<file path="src/rtl/lwe_decrypt.sv">
// Streaming LWE decryption: accumulates <a,s> over several beats, then rounds (b - <a,s>) down to a plaintext.
// Optional LWE_NOISE_CHECK_EN adds noise_flag, raised when the rounding residual is at least DELTA/4.
module lwe_decrypt #(
   parameter int PLAINTEXT_MODULUS  = 64,
   parameter int PLAINTEXT_WIDTH    = 6,
   parameter int CIPHERTEXT_MODULUS = 1024,
   parameter int CIPHERTEXT_WIDTH   = 10,
   parameter int DIMENSION          = 4,
   parameter int PARALLEL           = 2
) (
   input  logic                                 clk,
   input  logic                                 rst_n,
   input  logic                                 in_valid,
   output logic                                 in_ready,
   input  logic [PARALLEL*CIPHERTEXT_WIDTH-1:0] ct_a,
   input  logic [PARALLEL*CIPHERTEXT_WIDTH-1:0] sk,
   input  logic [CIPHERTEXT_WIDTH-1:0]          ct_b,
   output logic                                 pt_valid,
   input  logic                                 pt_ready,
`ifdef LWE_NOISE_CHECK_EN
   output logic [PLAINTEXT_WIDTH-1:0]           pt,
   output logic                                 noise_flag
`else
   output logic [PLAINTEXT_WIDTH-1:0]           pt
`endif
);

   localparam int CW    = CIPHERTEXT_WIDTH;
   localparam int PW    = PLAINTEXT_WIDTH;
   localparam int DW    = CW - PW;
   localparam int DELTA = CIPHERTEXT_MODULUS / PLAINTEXT_MODULUS;
   localparam int BEATS = (DIMENSION + PARALLEL - 1) / PARALLEL;
   localparam int BW    = (BEATS > 1) ? $clog2(BEATS) : 1;

   typedef enum logic [1:0] {ACCUM, DECODE, OUT} state_t;

   state_t          state;
   state_t          next_state;
   logic [BW-1:0]   beat;
   logic [CW-1:0]   acc;
   logic [CW-1:0]   b_reg;
   logic [CW-1:0]   lane_sum;
   logic [CW-1:0]   diff;
   logic [CW-1:0]   round_sum;
   logic [PW-1:0]   pt_next;
   logic            last_beat;
   logic            accept;

   assign last_beat = (beat == BW'(BEATS - 1));
   assign accept    = (state == ACCUM) && in_valid;

   always_ff @(posedge clk) begin
      if (rst_n) begin
         state <= ACCUM;
      end else begin
         state <= next_state;
      end
   end

   always_comb begin
      next_state = state;
      in_ready   = 1'b0;
      pt_valid   = 1'b0;
      case (state)
         ACCUM: begin
            in_ready = 1'b1;
            if (in_valid && last_beat) begin
               next_state = DECODE;
            end
         end
         DECODE: begin
            next_state = OUT;
         end
         OUT: begin
            pt_valid = 1'b1;
            if (pt_ready) begin
               next_state = ACCUM;
            end
         end
         default: begin
            next_state = ACCUM;
         end
      endcase
   end

   // Lanes past the end of the mask vector (only possible on the last beat) contribute nothing.
   always_comb begin
      lane_sum = '0;
      for (int k = 0; k < PARALLEL; k++) begin
         if ((int'(beat) * PARALLEL + k) < DIMENSION) begin
            lane_sum = lane_sum + ct_a[k*CW +: CW] * sk[k*CW +: CW];
         end
      end
   end

   // Adding DELTA/2 in CW bits lets a diff just below Q wrap to 0, which is the mod-P reduction of P.
   always_comb begin
      diff      = b_reg - acc;
      round_sum = diff + CW'(DELTA / 2);
      pt_next   = PW'(round_sum >> DW);
   end

`ifdef LWE_NOISE_CHECK_EN
   logic [CW-1:0] residual;
   logic [CW-1:0] residual_mag;
   logic          noise_next;

   always_comb begin
      residual     = diff - {pt_next, {DW{1'b0}}};
      residual_mag = residual[CW-1] ? (~residual + 1'b1) : residual;
      noise_next   = (residual_mag >= CW'(DELTA / 4));
   end

   always_ff @(posedge clk) begin
      if (rst_n) begin
         noise_flag <= 1'b0;
      end else if (state == DECODE) begin
         noise_flag <= noise_next;
      end
   end
`endif

   always_ff @(posedge clk) begin
      if (rst_n) begin
         acc   <= '0;
         beat  <= '0;
         b_reg <= '0;
         pt    <= '0;
      end else begin
         if (accept) begin
            acc <= acc + lane_sum;
            if (last_beat) begin
               b_reg <= ct_b;
            end else begin
               beat <= beat + 1'b1;
            end
         end
         if (state == DECODE) begin
            pt <= pt_next;
         end
         if ((state == OUT) && pt_ready) begin
            acc  <= '0;
            beat <= '0;
         end
      end
   end

endmodule

</file>
<file path="config.mk">
export PLATFORM = sky130hd
export DESIGN_NAME = lwe_decrypt
export DESIGN_NICKNAME = d
export VERILOG_FILES = /design/src/rtl/lwe_decrypt.sv
export SDC_FILE = /design/constraint.sdc
export NUM_CORES = 1
export LEC_CHECK = 0
export CORE_MARGIN = 1
export CORE_UTILIZATION = 48
export DETAILED_ROUTE_END_ITERATION = 12
export PLACE_DENSITY = 0.7
export SLEW_MARGIN = 40
export SYNTH_ARGS = -nofsm -noshare
export SYNTH_HDL_FRONTEND = slang
export SYNTH_SLANG_ARGS = --single-unit
</file>
<file path="constraint.sdc">
create_clock -name clk -period 8.3 [get_ports clk]
set_input_delay 0.83 -clock clk [delete_from_list [all_inputs] [get_ports clk]]
set_output_delay 0.83 -clock clk [all_outputs]
set_load 0.01 [all_outputs]
</file>
==> insert_results.sql <==
INSERT INTO impl_metrics (metric_group, metric, value, unit) VALUES
('outcome', 'outcome', 'finished, final reports clean', ''),
('yosys', 'synth_async_sr_flop_share', '0', ''),
('floorplanning', 'start_util', '0.499', ''),
('setup_path', 'worst-endpoint-arrival', '8.12', 'ns'),
('global_route', 'antenna_found_initial', '0', ''),
('yosys', 'synth_sequential_area_ratio', '0.118', ''),
('drt', 'wl_met1', '5460', 'um'),
('drt', 'drc_errors', '0', ''),
('global_route', 'groute.usage.overall', '0.212', ''),
('drt', 'met3_wirelength', '307', 'um'),
('sta', 'post-route-min-period', '7.91', 'ns'),
('setup_path', 'critPathCaptureType', 'register', ''),
('cells_and_area', 'design.final.nets', '834', ''),
('sta', 'finalClockSkew', '0.00508', 'ns'),
('yosys', 'netlist_area', '4900', 'um^2'),
('setup_path', 'critical_path.reg2reg.startpoint', 'acc[2]', ''),
('drt', 'wl', '10600', 'um'),
('drt', 'sum_of_met2_wire_segment_lengths_after_detailed_routing', '4780', 'um'),
('yosys', 'compound_gate_fraction_of_synth_area', '0.0804', ''),
('drt', 'topRoutingLayerUsed', 'met4', ''),
('sta', 'finalMaxSlewViolations', '0', ''),
('yosys', 'netlist_instances', '592', ''),
('yosys', 'synth_mux_area_frac', '0', ''),
('clock_network', 'cts.htree.levels', '2', ''),
('sta', 'rsz0062_at_grt', 'false', ''),
('global_route', 'grt_first_pass_wirelength', '17300', 'um'),
('yosys', 'synth-simple-area-share', '0.183', ''),
('setup_path', 'startpoint_type', 'input pin', ''),
('sta', 'period_share', '0.953', ''),
('floorplanning', 'floorplan.die.width', '103', 'um'),
('sta', 'achievable-frequency', '126', 'MHz'),
('yosys', 'synth.avg_cell_area', '8.28', 'um^2'),
('yosys', 'yosysTopAreaCell', 'sky130_fd_sc_hd__fa_1', ''),
('cells_and_area', 'seq_area', '581', 'um^2'),
('place', 'gpl.final_weighted_congestion', '0.910', ''),
('clock_network', 'clock_tree_from_tritoncts', 'done', ''),
('drt', 'detail_route.first_pass.iterations', '4', ''),
('floorplanning', 'area_enclosed_by_the_die_boundary', '10600', 'um^2'),
('clock_network', 'cts_buffers', '5', ''),
('drt', 'detailedRoute.firstIterationViolations', '123', ''),
('clock_network', 'buffer_count_from_post_cts_setup_fixing', '0', ''),
('clock_network', 'clockBufferDepth', '2', ''),
('sta', 'setup_viol_count_final', '0', ''),
('drt', 'viasPerCell', '4.97', ''),
('clock_network', 'clk-insertion-delay-late', '0.28', 'ns'),
('yosys', 'synthXorXnorAreaFrac', '0.118', ''),
('hold_path', 'min_delay_worst_endpoint', 'pt[3]', ''),
('setup_path', 'crit_required', '8.51', 'ns'),
('floorplanning', 'fp.dieH', '103', 'um'),
('sta', 'worst_pin_slew', '0.675', 'ns'),
('clock_network', 'clock-root-buffer', 'sky130_fd_sc_hd__clkbuf_8', ''),
('floorplanning', 'fp.coreArea', '9820', 'um^2'),
('global_route', 'grt_pass1_vias', '3883', ''),
('yosys', 'synth_fp_nets', '775', ''),
('setup_path', 'worst_r2r_path_depth', '11', ''),
('hold_path', 'hold_path.class', 'reg2reg', ''),
('sta', 'finalSetupTns', '0', 'ns'),
('clock_network', 'cts-hold-fix-buffers', '0', ''),
('drt', 'drtAntennaViolNets', '0', ''),
('pwr', 'p_leak', '0.00281', 'uW'),
('hold_path', 'whs_path_depth', '2', ''),
('cells_and_area', 'antennaDiodeCount', '0', ''),
('cells_and_area', 'final_cell_count_no_fill', '785', ''),
('yosys', 'synth-edff-count', '0', ''),
('place', 'detailedPlacementHpwl', '9210', 'um'),
('setup_path', 'endpoint_of_the_worst_register_to_register_path', 'pt[4]', ''),
('setup_path', 'regToRegSetupSlack', '5.70', 'ns'),
('cells_and_area', 'multi_input_comb_area', '3880', 'um^2'),
('floorplanning', 'boundaryPins', '62', ''),
('place', 'place.detailed.instances', '777', ''),
('cells_and_area', 'area_growth_syn_to_layout', '18.2', '%');
==> kinds of logic after synthesis <==
logic type,count (synthesis)
compound gates,66
xor+xnor,58
fa+ha+maj,129
buf+inv,117
flops,29
simple gates,193
==> worst max-delay path by stage <==
stage	start	slack [ns]	to
CTS	ct_a[1]	0.34	acc[9]
global route	ct_a[1]	0.04	acc[9]
floorplan	sk[1]	0.86	acc[9]
detailed placement	ct_a[1]	0.08	acc[9]
finish	sk[1]	0.39	acc[9]
global placement	ct_a[1]	0.22	acc[9]
==> cells in the final DEF, fill, tap and decap left out, drive strengths merged, types with 3 or more instances in the layout <==
master,synthesis,final
nand2,107,107
inv,104,104
ha,76,76
clkdlybuf4s50,0,61
fa,53,53
and2,44,44
xnor2,42,42
a21oi,36,36
dfxtp,29,29
nor2,19,19
xor2,12,12
a21o,7,7
nor2b,5,5
nand2b,5,5
clkbuf,12,5
o21ai,5,5
o21bai,4,4
o21a,4,4
nor3,4,4
xnor3,4,4
buf,1,4
nand3,3,3
o211ai,3,3
==> worst max-delay path, delay by kind of cell <==
family                   cells  cell delay (ns)
adder cells (fa/ha/maj)      9             3.92
XOR/XNOR                     8             1.61
buffers and inverters        5             0.86
AND/OR/NAND/NOR              2             0.42
AO/OA/AOI/OAI                3             0.48
==> area by class of cell <==
| type | instances | area share |
|---|---|---|
| Sequential cell | 29 | 0.100 |
| Multi-Input combinational cell | 446 | 0.670 |
| Inverter | 104 | 0.0674 |
| Tap cell | 133 | 0.0287 |
| Clock buffer | 5 | 0.0119 |
| Timing Repair Buffer | 65 | 0.111 |
| Clock inverter | 3 | 0.0112 |
==> per-layer routing <==
metal	vias to the layer above	GRT usage
li1	1956	-
met1	1878	0.300
met2	56	0.352
met3	13	0.0244
met4	0	0.0347
met5	-	0
==> synth_stat cells (all sizes together) (5+ instances only) <==
cell and number:
a21o 7, a21oi 36, and2 44, clkbuf 12, dfxtp 29, fa 53, ha 76, inv 104
nand2 107, nand2b 5, nor2 19, nor2b 5, o21ai 5, xnor2 42, xor2 12
==> where the power goes <==
part	internal [uW]	switching (uW)	leakage, uW
sequential	162	14.2	0.000237
combinational	1040	971	0.00250
clock	119	57.2	0.0000681
==> through the flow <==
stage | hold slack, ns | setup WS, ns | power [uW] | util | cell area (um^2)
after floorplan | 0.431 | 0.856 | 1840 | - | 4900
after global placement | 0.440 | 0.218 | 2120 | 0.576 | 5660
after detailed placement | 0.449 | 0.0777 | 2190 | 0.576 | 5660
after CTS | 0.459 | 0.343 | 2380 | 0.590 | 5790
after global routing | 0.474 | 0.0396 | 2620 | 0.590 | 5790
final | 0.455 | 0.389 | 2370 | 0.590 | 5790
Power figures use the tool's default switching activity.
